**src/rtl/cnn_ram_tx_packer.sv**
```systemverilog
// Dumps a bit-serial 1-bit RAM image to the UART transmitter, packing bits LSB-first into bytes.
// Each bit costs one RAM read cycle plus one capture cycle; one byte is outstanding at a time.
module cnn_ram_tx_packer #(
  parameter int ADDR_W   = 10,
  parameter int NUM_BITS = 784
) (
  input  logic              clk,
  input  logic              rst_n,
  input  logic              strt,
  input  logic              abort,
  output logic [ADDR_W-1:0] ram_addr,
  input  logic              ram_dout,
  output logic              trmt,
  output logic [7:0]        tx_data,
  input  logic              tx_done,
  output logic              bsy,
  output logic              done
);

  typedef enum logic [2:0] {
    S_IDLE,
    S_RD,
    S_CAP,
    S_SEND,
    S_WAIT,
    S_DONE
  } state_t;

  localparam logic [ADDR_W:0] LAST_IDX = (ADDR_W+1)'(NUM_BITS - 1);
  localparam logic [ADDR_W:0] END_IDX  = (ADDR_W+1)'(NUM_BITS);

  state_t          state;
  logic [ADDR_W:0] bit_idx;
  logic [2:0]      bit_pos;
  logic [7:0]      byte_reg;
  logic [7:0]      byte_nxt;

  // Byte including the bit being captured this cycle, so a completed byte is sent without an extra cycle.
  always_comb begin
    byte_nxt          = byte_reg;
    byte_nxt[bit_pos] = ram_dout;
  end

  assign ram_addr = bit_idx[ADDR_W-1:0];

  always_ff @(posedge clk or negedge rst_n) begin
    if (!rst_n) begin
      state    <= S_IDLE;
      bit_idx  <= '0;
      bit_pos  <= '0;
      byte_reg <= '0;
      tx_data  <= '0;
      trmt     <= 1'b0;
      bsy      <= 1'b0;
      done     <= 1'b0;
    end else begin
      trmt <= 1'b0;
      done <= 1'b0;
      if (abort && state != S_IDLE) begin
        state <= S_IDLE;
        bsy   <= 1'b0;
      end else begin
        case (state)
          S_IDLE: begin
            if (strt) begin
              state    <= S_RD;
              bsy      <= 1'b1;
              bit_idx  <= '0;
              bit_pos  <= '0;
              byte_reg <= '0;
            end
          end
          S_RD: state <= S_CAP;
          S_CAP: begin
            byte_reg <= byte_nxt;
            bit_idx  <= bit_idx + 1'b1;
            bit_pos  <= bit_pos + 3'd1;
            if (bit_pos == 3'd7 || bit_idx == LAST_IDX) begin
              tx_data <= byte_nxt;
              trmt    <= 1'b1;
              state   <= S_SEND;
            end else begin
              state <= S_RD;
            end
          end
          S_SEND: state <= S_WAIT;
          S_WAIT: begin
            if (tx_done) begin
              byte_reg <= '0;
              bit_pos  <= '0;
              if (bit_idx == END_IDX) begin
                state <= S_DONE;
                done  <= 1'b1;
              end else begin
                state <= S_RD;
              end
            end
          end
          S_DONE: begin
            state <= S_IDLE;
            bsy   <= 1'b0;
          end
          default: begin
            state <= S_IDLE;
            bsy   <= 1'b0;
          end
        endcase
      end
    end
  end

endmodule

```
**config.mk**
```make
export PLATFORM = sky130hd
export DESIGN_NAME = cnn_ram_tx_packer
export DESIGN_NICKNAME = d
export VERILOG_FILES = /design/src/rtl/cnn_ram_tx_packer.sv
export SDC_FILE = /design/constraint.sdc
export NUM_CORES = 1
export LEC_CHECK = 0
export ABC_AREA = 1
export ABC_CLOCK_PERIOD_IN_PS = 3750
export CORE_MARGIN = 2
export CORE_UTILIZATION = 61
export CTS_BUF_LIST = sky130_fd_sc_hd__clkbuf_8
export DETAILED_ROUTE_END_ITERATION = 10
export PLACE_DENSITY_LB_ADDON = 0.3
export SLEW_MARGIN = 20
export SYNTH_ARGS = -nofsm -noshare
export SYNTH_HDL_FRONTEND = slang
export SYNTH_SLANG_ARGS = --single-unit
```
**constraint.sdc**
```tcl
create_clock -name clk -period 3.75 [get_ports clk]
set_input_delay 0.75 -clock clk [delete_from_list [all_inputs] [get_ports clk]]
set_output_delay 0.75 -clock clk [all_outputs]
set_load 0.02 [all_outputs]
```
* Word-level counts from Yosys, hierarchy flattened
Index checks and enable logic that the tools add are counted.
** Word-level totals
- Word-level logic and storage cells :: 65
- Register bits :: 36
- Input port bits :: 6
- Output and inout port bits :: 21
** Operators by class
- Eq/ne operators :: 12
- Bitwise logic cells :: 1
- Magnitude comparators :: 2
- Mux-type cells :: 27
- $add $sub $neg :: 2
- Reduce and logical (&&, ||, !) cells :: 13
** Operator list (number)
- one-hot mux 8 bit (3 select lines) :: 1
- equality test 11 x 10 -> 1 bit, second input constant :: 2
- one-hot mux 11 bit (2 select lines) :: 1
- two-way mux 3 bit :: 6
- two-way mux 8 bit :: 2
- one-hot mux 3 bit (5 select lines) :: 1
- adder 11 x 1 -> 11 bit, second input constant :: 1
- two-way mux 11 bit :: 1
- two-way mux 1 bit :: 10
- one-hot mux 3 bit (3 select lines) :: 1
- bitwise mux 8 bit :: 1
- equality test 3 x 2 -> 1 bit, second input constant :: 2
- equality test 3 bit, second input constant :: 2
- != test 3 bit, second input constant :: 2
- AND reduction 3 bit :: 2
- nonzero test 3 bit :: 2
- < comparator 3 x 4 -> 1 bit, second input constant :: 1
- != test 2 bit, second input constant :: 2
- AND reduction 2 bit :: 2
- AND reduction 4 bit :: 1
- OR reduction 4 bit :: 1
- adder 3 x 1 -> 3 bit, second input constant :: 1
- demux 1 bit (select 3 bit) :: 1
- equality test 3 x 1 -> 1 bit, second input constant :: 1
- other kinds (9) :: 10

* Longest topological paths before layout
- Depth in word-level cells :: 6
- Mapped depth :: 9
- Gate-level depth less buffers :: 9

* Worst setup path after synthesis
Ideal clock, no wire load.
- Kind :: input port to flip-flop
- From :: input port abort
- To :: register bit_idx[9]
- Buffers on the path :: 1
- Stages :: 7
- Library setup time :: 0.120 ns
- Data required time :: 3.630 ns
- Arrival :: 1.362 ns
- Setup slack :: 2.268 ns
- Path through :: inv_1 > nand3_1 > nand2_2 > buf_6 > nand4_1 > nand2_1 > nor2_1
** On the way
- Longest elaborated chain between the ends :: 3
** RTL lines
- from (decl) :: RTL line 10 : input logic abort,
- logical AND 1 bit :: RTL line 59 : if (abort && state != S_IDLE) begin
- NOT 1 bit (no line)
- AND reduction 3 bit (no line)
- to (signal assigned) :: RTL line 76 : bit_idx <= bit_idx + 1'b1;
- to (decl) :: RTL line 33 : logic [ADDR_W:0] bit_idx;
Every way passes these cells.
A chain may end at the register's enable or synchronous reset.

* Worst setup path after layout
- From :: register bit_idx[2]
- To :: output port ram_addr[2]
** RTL lines
- to (decl) :: RTL line 11 : output logic [ADDR_W-1:0] ram_addr,
No word-level cell between the ends.

==> summary.md <==
| Metric | Value |
|---|---|
| Status | finished, final reports clean |
| Number of different library cells in the post-synthesis netlist | 23 |
| H-tree levels | 2 |
| FF-to-FF setup slack | between 2000 and 2500 ps |
| Violation count after the first detailed-routing iteration | about 90 |
| Leakage power | 1.17 nW |
| Post-DR vias/cell | 5.35 |
| Setup slack after placement | 1570 ps |
| Sequential element share of the synthesized area | 45.0% |
| Overall Global Routing Usage | 25.4% |
| Fin worst setup slack | ~1600 ps |
| Count of final setup violators | 0 |
| Std cell rows | 20 |
| Biggest fanout along the worst timing path | 5 |
| WL per Instance | 12.3 um |
| Slew Limit Fails | 0 |
| End of the worst register-to-register path | tx_data[5] |
| CTS tree | done |
| Routed wire length | 4000 um |
| Share of post-route cells with drive strength above 1 | 8.19% |
| Antenna violations before repair | 0 |
| Maximum number of buffers from clock root to sink | 2 |
| Capture endpoint of the worst hold path | tx_data[0] |
| Slowest library cell on the worst path | sky130_fd_sc_hd__clkdlybuf4s50_1 |
| Post-CTS setup-driven buffer insertion count | 0 |
| Number of remaining DRC errors | 0 |
| FF+latch count, synth | 36 |
| P&R area growth vs syn | 16.2% |
| Critical Path End Type | output port |
| Hold Fails Final Rpt | 0 |
| Remaining global-route overflow | 0 |
| Number of nets in the final layout | 290 |
| Starting utilization of the core area | 65.0% |
| Number of I/O pins | 27 |
| Power Total | 1.13 mW |
| Clock latency at the later pin of the worst-skew pair | between 200 and 300 ps |
| Largest register FFs | 11 |
| Cts bufs inserted | 5 |
| Number of nets still failing antenna checks after routing | 0 |
| Largest net degree at the start of global routing | 37 |
| Sinks on Clock Net | 36 |
| Cts-stage hold buffer count | 0 |
| Startpoint type of the worst setup path | register |
| CTS clk-pin slew, worst paths | 70 ps |
| Critical path's top delay family | buffers and inverters |
| Total die area | 3750 sq um |
| Setup clock skew after layout | between 6 and 7 ps |
| Placed wire-length estimate | 2820 um |
| Total power density per cell area | 486 nW/um^2 |
| Hold Path Class | register to register |
| Die outline width | 61.3 um |
| Time the worst path needs with I/O delays and setup | around 2100 ps |
| Master cell of the clock root buffer | sky130_fd_sc_hd__clkbuf_8 |
| First-pass iteration count of the detailed router | 4 |
| Worst path max stage delay | between 600 and 700 ps |
| Post-Syn Instances | 260 |
| Worst Tran Pin Value | around 530 ps |
| Yosys warns | 0 |
| Synthesized netlist net count | 270 |
| Number of buffers and inverters on the critical path | 1 |
| Number of gates resized after cts | 0 |
| Final instance count without filler cells | 325 |
| Average footprint of a synthesized cell | 7.69 sq um |
| Via count | ~1700 |
| Post-route setup TNS | 0 ps |
| Core footprint | 3080 sq um |
| Source of the worst hold timing path | tx_data[0] |
| Chip height | 61.3 um |
| Post-Route Hold Slack | 470 ps |
| Post-synthesis cell area | 2000 sq um |
| Ant. Diodes | 0 |
| Required @ worst endpoint | 3000 ps |
| Worst-case reg-to-reg path depth | 8 |
| Unrepaired setup endpoints after global routing | false |
| Worst R2R Start | bit_idx[1] |
| Final cycle utilization of the critical path | between 50 and 60% |
| Critical path arrival | 1380 ps |
| Largest voltage drop on the vdd net | 0.000350 V |
| Worst Hold Path Cells | 2 |
| Number of global-route vias before repair | 1514 |
| Cells along the critical path | clkdlybuf4s50_1 |
| First-pass GRT wire length | 6810 um |
| Number of input and output port buffers inserted | 26 |
| Normalized max-slew margin | 64.2% |
| Final Wtd Congestion | 0.901 |
| Type of the setup path with the least slack | register to output port |
| Highest clock frequency the design can meet | 469 MHz |
| Number of placed instances with taps included | 317 |
| Max-cap violation count | 0 |
-- kinds of logic (layout without fill, tap and decap cells) --
group,Yosys count,after routing,synth area share [%]
flip-flops,36,36,45.0
AND/OR/NAND/NOR,148,148,34.6
adder cells (fa/ha/maj),4,4,2.50
AO/OA/AOI/OAI,25,25,6.38
buffers and inverters,47,68,11.5
-- cell usage in the layout, fill, tap and decap left out, types with 2 or more instances in the layout --
cell	n
sky130_fd_sc_hd__nor3_1	5
sky130_fd_sc_hd__nor2_1	13
sky130_fd_sc_hd__nand2_4	2
sky130_fd_sc_hd__nor2_4	2
sky130_fd_sc_hd__nand2_2	5
sky130_fd_sc_hd__nand3_2	2
sky130_fd_sc_hd__o21ai_0	14
sky130_fd_sc_hd__nand2_1	79
sky130_fd_sc_hd__a21oi_1	7
sky130_fd_sc_hd__nand3_1	25
sky130_fd_sc_hd__inv_1	31
sky130_fd_sc_hd__nand4_1	12
sky130_fd_sc_hd__ha_1	4
sky130_fd_sc_hd__clkbuf_8	5
sky130_fd_sc_hd__clkdlybuf4s50_1	26
sky130_fd_sc_hd__dfrtp_1	36
sky130_fd_sc_hd__inv_2	3
sky130_fd_sc_hd__o21ai_1	3
-- metal layers --
layer,global-route usage [%],vias up,part of all wire (%)
li1,-,870,-
met1,35.3,794,47
met2,37.1,70,44
met3,6.72,4,8.0
met4,11.8,0,0.68
met5,0,-,0
-- how the worst max path moves through the flow --
stage / start / to / slack [ps] / cells past startpoint
6_report: bit_idx[2] / ram_addr[2] / 1620 / 1
5_1_grt: bit_idx[5] / ram_addr[5] / 1570 / 1
4_1_cts: bit_idx[2] / ram_addr[2] / 1600 / 1
3_5_place_dp: abort / bit_idx[2] / 1570 / 7
3_3_place_gp: abort / bit_idx[2] / 1640 / 7
2_1_floorplan: abort / bit_idx[9] / 2270 / 7
-- stage by stage --
| stage | util, % | cell area [sq um] |
|---|---|---|
| 6_report | 75.5 | 2320 |
| 5_1_grt | 75.5 | 2320 |
| 4_1_cts | 75.5 | 2320 |
| 3_5_place_dp | 72.0 | 2220 |
| 3_3_place_gp | 72.0 | 2220 |
| 2_1_floorplan | - | 2000 |
-- where the power goes --
group	total, mW	internal (mW)	switching, mW
combinational	0.328	0.101	0.227
clock	0.333	0.194	0.138
sequential	0.469	0.424	0.0451
total	1.13	0.719	0.411
-- synth_stat cells --
cell type	instances	area share, %
sky130_fd_sc_hd__nand2_1	79	15
sky130_fd_sc_hd__dfrtp_1	36	45
sky130_fd_sc_hd__inv_1	30	5.6
sky130_fd_sc_hd__nand3_1	25	6.3
sky130_fd_sc_hd__o21ai_0	14	3.5
sky130_fd_sc_hd__nor2_1	13	2.4
sky130_fd_sc_hd__buf_4	12	4.5
sky130_fd_sc_hd__nand4_1	12	3.8
sky130_fd_sc_hd__a21oi_1	7	1.8
sky130_fd_sc_hd__nand2_2	5	1.6
sky130_fd_sc_hd__nor3_1	5	1.3
sky130_fd_sc_hd__ha_1	4	2.5
sky130_fd_sc_hd__inv_2	3	0.56
sky130_fd_sc_hd__o21ai_1	3	0.75
sky130_fd_sc_hd__nand2_4	2	1.1
sky130_fd_sc_hd__nand3_2	2	1.0
sky130_fd_sc_hd__nor2_4	2	1.1
sky130_fd_sc_hd__buf_2	1	0.25
sky130_fd_sc_hd__buf_6	1	0.56
sky130_fd_sc_hd__nand3b_1	1	0.38
sky130_fd_sc_hd__nor3_2	1	0.50
sky130_fd_sc_hd__nor3b_1	1	0.38
sky130_fd_sc_hd__o21bai_1	1	0.38
-- layout make-up --
cell class	instances	area [sq um]
Multi-Input combinational cell	177	870
Timing Repair Buffer	27	268
Sequential cell	36	901
Fill cell	235	753
Clock inverter	3	38.8
Tap cell	44	55.1
Clock buffer	5	68.8
Inverter	33	124
No activity file was read; power rests on OpenSTA's default activity.
